`config.mk`:
```
export PLATFORM = sky130hd
export DESIGN_NAME = synaptic_update_engine
export DESIGN_NICKNAME = d
export VERILOG_FILES = /design/src/rtl/snn_pkg.sv /design/src/rtl/sat_adder.sv /design/src/rtl/synaptic_update_engine.sv
export SDC_FILE = /design/constraint.sdc
export NUM_CORES = 1
export LEC_CHECK = 0
export CORE_UTILIZATION = 50
export DETAILED_ROUTE_END_ITERATION = 12
export GPL_TIMING_DRIVEN = 0
export PLACE_DENSITY_LB_ADDON = 0.12
export SLEW_MARGIN = 20
export SYNTH_ARGS = -nofsm -noshare
export SYNTH_HDL_FRONTEND = slang
export SYNTH_SLANG_ARGS = --single-unit
```
`constraint.sdc`:
```
create_clock -name clk -period 4 [get_ports clk]
set_input_delay 0.8 -clock clk [delete_from_list [all_inputs] [get_ports clk]]
set_output_delay 0.8 -clock clk [all_outputs]
set_load 0.05 [all_outputs]
```
`src/rtl/snn_pkg.sv`:
```
// Shared definitions for the spiking-network update datapath: default widths
// and the one-hot state encoding of the synaptic update engine.
package snn_pkg;

  localparam int NUM_NEURONS_DEF = 4;
  localparam int DATA_W_DEF      = 17;

  typedef enum logic [4:0] {
    S_IDLE  = 5'b00001,
    S_DEQ   = 5'b00010,
    S_READ  = 5'b00100,
    S_LATCH = 5'b01000,
    S_WRITE = 5'b10000
  } state_e;

  // Tag width for a neuron count; never narrower than one bit.
  function automatic int tag_w(input int n);
    return (n > 2) ? $clog2(n) : 1;
  endfunction

  localparam int TAG_W_DEF = tag_w(NUM_NEURONS_DEF);

endpackage

```
`src/rtl/sat_adder.sv`:
```
// Signed saturating adder: adds at DATA_W+1 bits and clamps to the DATA_W
// two's-complement range, flagging when a clamp occurred.
module sat_adder
  import snn_pkg::*;
#(
  parameter int DATA_W = DATA_W_DEF
) (
  input  logic [DATA_W-1:0] a,
  input  logic [DATA_W-1:0] b,
  output logic [DATA_W-1:0] sum,
  output logic              sat
);

  logic [DATA_W:0] wide_s;

  assign wide_s = {a[DATA_W-1], a} + {b[DATA_W-1], b};

  // Overflow shows as disagreement between the two top bits of the wide sum.
  always_comb begin
    sum = wide_s[DATA_W-1:0];
    sat = 1'b0;
    if (wide_s[DATA_W] != wide_s[DATA_W-1]) begin
      sum = {wide_s[DATA_W], {(DATA_W-1){~wide_s[DATA_W]}}};
      sat = 1'b1;
    end else begin
      sum = wide_s[DATA_W-1:0];
      sat = 1'b0;
    end
  end

endmodule

```
`src/rtl/synaptic_update_engine.sv`:
```
// Walks one fired source neuron's weight row, adding each weight into i_next[dst].
// Build option ZERO_SKIP_EN: zero weights skip the write-back entirely.
module synaptic_update_engine
  import snn_pkg::*;
#(
  parameter int NUM_NEURONS = NUM_NEURONS_DEF,
  parameter int DATA_W      = DATA_W_DEF,
  parameter int TAG_W       = tag_w(NUM_NEURONS)
) (
  input  logic              clk,
  input  logic              asyn_reset,
  input  logic              fifo_empty,
  input  logic [TAG_W-1:0]  src_tag_in,
  output logic              req_deq,
  output logic              rd_en,
  output logic [TAG_W-1:0]  rd_src_tag,
  output logic [TAG_W-1:0]  rd_dst_tag,
  input  logic [DATA_W-1:0] weight_in,
  input  logic [DATA_W-1:0] i_next_in,
  output logic              wr_en,
  input  logic              wr_ready,
  output logic [TAG_W-1:0]  wr_tag,
  output logic [DATA_W-1:0] i_next_out,
  output logic              sat_flag,
  output logic              busy,
  output logic [4:0]        state
);

  localparam logic [TAG_W-1:0] LAST_DST = TAG_W'(NUM_NEURONS - 1);

  state_e            state_q, state_d;
  logic [TAG_W-1:0]  src_q, src_d;
  logic [TAG_W-1:0]  dst_q, dst_d;
  logic [DATA_W-1:0] result_q, result_d;
  logic              sat_q, sat_d;
  logic [DATA_W-1:0] add_sum;
  logic              add_sat;
  logic              last_dst;

  sat_adder #(.DATA_W(DATA_W)) u_sat_adder (
    .a   (i_next_in),
    .b   (weight_in),
    .sum (add_sum),
    .sat (add_sat)
  );

  assign last_dst = (dst_q == LAST_DST);

  // Next-state and datapath update; sat_q only survives while a write is pending.
  always_comb begin
    state_d  = state_q;
    src_d    = src_q;
    dst_d    = dst_q;
    result_d = result_q;
    sat_d    = sat_q;
    case (state_q)
      S_IDLE: begin
        if (!fifo_empty) state_d = S_DEQ;
        else             state_d = S_IDLE;
      end
      S_DEQ: begin
        src_d   = src_tag_in;
        dst_d   = {TAG_W{1'b0}};
        state_d = S_READ;
      end
      S_READ: begin
        state_d = S_LATCH;
      end
      S_LATCH: begin
        result_d = add_sum;
        sat_d    = add_sat;
        state_d  = S_WRITE;
`ifdef ZERO_SKIP_EN
        if (weight_in == {DATA_W{1'b0}}) begin
          sat_d = 1'b0;
          if (last_dst) begin
            state_d = S_IDLE;
          end else begin
            dst_d   = dst_q + TAG_W'(1);
            state_d = S_READ;
          end
        end else begin
          state_d = S_WRITE;
        end
`endif
      end
      S_WRITE: begin
        if (wr_ready) begin
          sat_d = 1'b0;
          if (last_dst) begin
            state_d = S_IDLE;
          end else begin
            dst_d   = dst_q + TAG_W'(1);
            state_d = S_READ;
          end
        end else begin
          state_d = S_WRITE;
        end
      end
      default: begin
        state_d = S_IDLE;
        sat_d   = 1'b0;
      end
    endcase
  end

  // State and datapath registers.
  always_ff @(posedge clk or posedge asyn_reset) begin
    if (asyn_reset) begin
      state_q  <= S_IDLE;
      src_q    <= {TAG_W{1'b0}};
      dst_q    <= {TAG_W{1'b0}};
      result_q <= {DATA_W{1'b0}};
      sat_q    <= 1'b0;
    end else begin
      state_q  <= state_d;
      src_q    <= src_d;
      dst_q    <= dst_d;
      result_q <= result_d;
      sat_q    <= sat_d;
    end
  end

  assign state      = state_q;
  assign busy       = (state_q != S_IDLE);
  assign req_deq    = (state_q == S_DEQ);
  assign rd_en      = (state_q == S_READ);
  assign wr_en      = (state_q == S_WRITE);
  assign rd_src_tag = src_q;
  assign rd_dst_tag = dst_q;
  assign wr_tag     = dst_q;
  assign i_next_out = result_q;
  assign sat_flag   = sat_q;

endmodule
```
==> results.md <==
* Drt wl/cell at 12.4 um
* Nets at between 300 and 400
* Final WL at 4.61 mm
* Synth warn at 0
* Synthesized cell area at between 2000 and 2500 um^2
* Crit-path slowest cell: clkdlybuf4s50_1
* Post-synth top cells: nand2_1 (29), dfrtp_1 (26), nor2_1 (22), ha_1 (18), a21oi_1 (16)
* Main synth FF type: dfrtp_1
* Vias in the first global route at between 1,500 and 2,000
* Post-Syn Instances at 245
* CTS Buf Count at 3
* Footprint of the multi-input gates at ~1400 um^2
* Post-Syn Nets at 304
* Tcrit/Tclk final at 87.7%
* Reg2reg end: state[4]
* Post-route ant nets at 0
* Crit path cell chain: clkdlybuf4s50_1, ha_1, inv_1, fa_1, nand2b_1, a21o_1, a21o_1, o21a_1, o211ai_1, nor2_2, or2_0, buf_6, o21ai_2
* CTS Hold Buffers Added at 0
* Setup Buffers After CTS at 0
* Placer's final routability congestion estimate at between 0.8 and 0.9
* Crit Path Class: in -> reg
* Max-slew violation count at 0
* Site Rows at 23
* Tmin final at around 3500 ps
* Number of vias per cell at 5.32
* Sink Count at 27
* Die area at 4560 um^2
* CTS tree: built
* # DRC at 0
* Setup-failing EPs final at 0
* Initial antenna violation count at 0
* Top-count cell post-synth: nand2_1
* Leakage at between 1 and 1.5 nW
* Worst-Margin Slew at approximately 910 ps
* Hold Path Class: reg -> reg
* Core area at 4060 um^2
* Max Cap Violations at 0
* Reg2reg start: state[0]
* Initial DRC count at 67
* Remaining Overflow, GRT at 0
* FF-to-FF setup slack at ~2200 ps
* Post-synth EDFFs at 0
* Cell with the most instances on the worst path: a21o_1
* CP max FO at 10
* Crit. path cell count at 13
* Initial Util at 52.9%
* Post-CTS Resized at 0
* Clk root buf: clkbuf_8
* Via count of the routed design at 1,974
* CTS clk-pin slew, worst paths at about 80 ps
* Area grow syn2layout at 38.6%
* Storage element area at slightly below 700 um^2
* IO Pins at 73
* Final hold vios at 0
* Synth area leaders: dfrtp_1 (30%), ha_1 (10%), nand2_1 (5.1%)
* Post-synth top area cell: dfrtp_1
* Required time of the worst setup path at 4190 ps
* Crit path buf inv count at 3
* Worst setup SP type: primary input
* Hold EP: rd_src_tag[0]
* Top-area cell type share of the netlist area at 30.3%
* Max clock buf depth at 2
* Crit path DAT at ~3700 ps
* Die Span Y at between 60 and 70 um
* Sequential area share after synthesis at a little under a third
* Largest net degree at the start of global routing at 28
* Max transition margin at between 30% and 40%
* Ys async rst share at 100%
* Crit path capture type: register
* Global-route wire length before repair at 7.65 mm
* DR pass1 iterations at 4
* Min-delay src: rd_src_tag[0]
* RSZ-0062 raised after global routing: false
* N_diodes at 0
* Seq cells post-synth at 27
* Power Density at 579 nW/um^2
* CTS H-Tree Depth at 1
* Proportion of layout cells with a drive suffix above 1 at between 10% and 20%
* Cell family with most CP delay: compound AO/OA/AOI/OAI gates
* Max incr delay on CP at 470 ps
* Cell variety after synth at between 40 and 50
* Clk_lat worst skew at 260 ps
* Total GRT Usage at a little over a fifth
* Port bufs at 72
* Die Wd at 67.6 um
* Non-filler instance count after layout at ~370
* Setup_tns at 0 ps
* Status: finished clean
* FILL cells at 313
* Reg2reg path depth at 5
* Hold Path Stages at 2
* F_max at 285 MHz
* IR drop worst, VDD at between 200 and 250 uV
* Layout Skew at ~1.8 ps
* Syn avg cell area at 8.77 um^2
* DP Cell Count at 367
* Final HPWL DP at 3.88 mm
==> flip-flops by register name (all words and copies together) (netlist names) <==
name        cells
sat_flag        1
state           5
rd_dst_tag      2
i_next_out     17
rd_src_tag      2
==> area by class of cell <==
class	count	share of cell area, %
multi-input cells	194	45.7
flip-flops and latches	27	22.7
well taps	50	2.10
inverters	14	1.77
plain buffers	10	1.93
clock buffers	4	1.51
repair buffers	72	24.2
==> per-layer routing <==
metal	wire, um	share of wire, %	vias to the layer above	global-route usage [%]
met5	0	0	-	0
met4	29	0.63	0	5.32
met3	208	4.5	4	1.86
met2	2290	50	55	38.9
met1	2080	45	902	27.4
li1	-	-	1013	-
==> logic make-up (layout without fill, tap and decap cells) <==
| group | after synthesis | in the layout | share of synthesized area [%] |
|---|---|---|---|
| compound gates | 77 | 77 | 26.4 |
| xor+xnor | 13 | 13 | 5.30 |
| fa+ha+maj | 24 | 24 | 14.0 |
| buf+inv | 24 | 100 | 5.12 |
| flops | 27 | 27 | 31.5 |
| simple gates | 80 | 80 | 17.6 |
==> power breakdown <==
group	internal (mW)	switching [mW]	leakage [nW]
Clock	0.0710	0.0739	0.0228
Combinational	0.405	0.722	1.02
Sequential	0.383	0.0678	0.304
Total	0.859	0.864	1.35
==> metrics by stage <==
step	setup WS [ps]	hold slack [ps]	power, mW	cell area [um^2]	utilization (%)
after floorplan	1000	745	1.22	2150	-
after global placement	319	459	1.56	2930	72.2
after detailed placement	231	471	1.59	2930	72.2
after CTS	494	490	1.73	2980	73.4
after global routing	316	509	1.83	2980	73.4
final	490	485	1.72	2980	73.4
==> worst min-delay path, delay by kind of cell (launching register included) <==
family / cells / cell delay [ps]
flip-flops: 1 / 350
AND/OR/NAND/NOR: 2 / 110
==> how the worst max path moves through the flow <==
stage	endpoint	from	slack (ps)
2_1_floorplan	i_next_out[10]	weight_in[0]	1000
3_3_place_gp	i_next_out[14]	weight_in[0]	320
3_5_place_dp	i_next_out[11]	weight_in[0]	230
4_1_cts	i_next_out[11]	weight_in[0]	490
5_1_grt	i_next_out[7]	i_next_in[0]	320
6_report	i_next_out[11]	weight_in[0]	490
==> layout by cell type, fill, tap and decap left out, drive strengths merged, types with 3 or more instances in the layout <==
cell | synthesis | routed
clkdlybuf4s50 | 0 | 72
xor2 | 3 | 3
maj3 | 5 | 5
nand2 | 30 | 30
a21oi | 18 | 18
buf | 4 | 4
nand3 | 5 | 5
dfrtp | 26 | 26
o21a | 5 | 5
inv | 14 | 13
ha | 18 | 18
nor2 | 23 | 23
nand2b | 6 | 6
xnor2 | 10 | 10
a21o | 9 | 9
o21ai | 27 | 27
o211ai | 5 | 5
and3 | 4 | 4
clkbuf | 6 | 10
(Power assumes the default switching activity.)
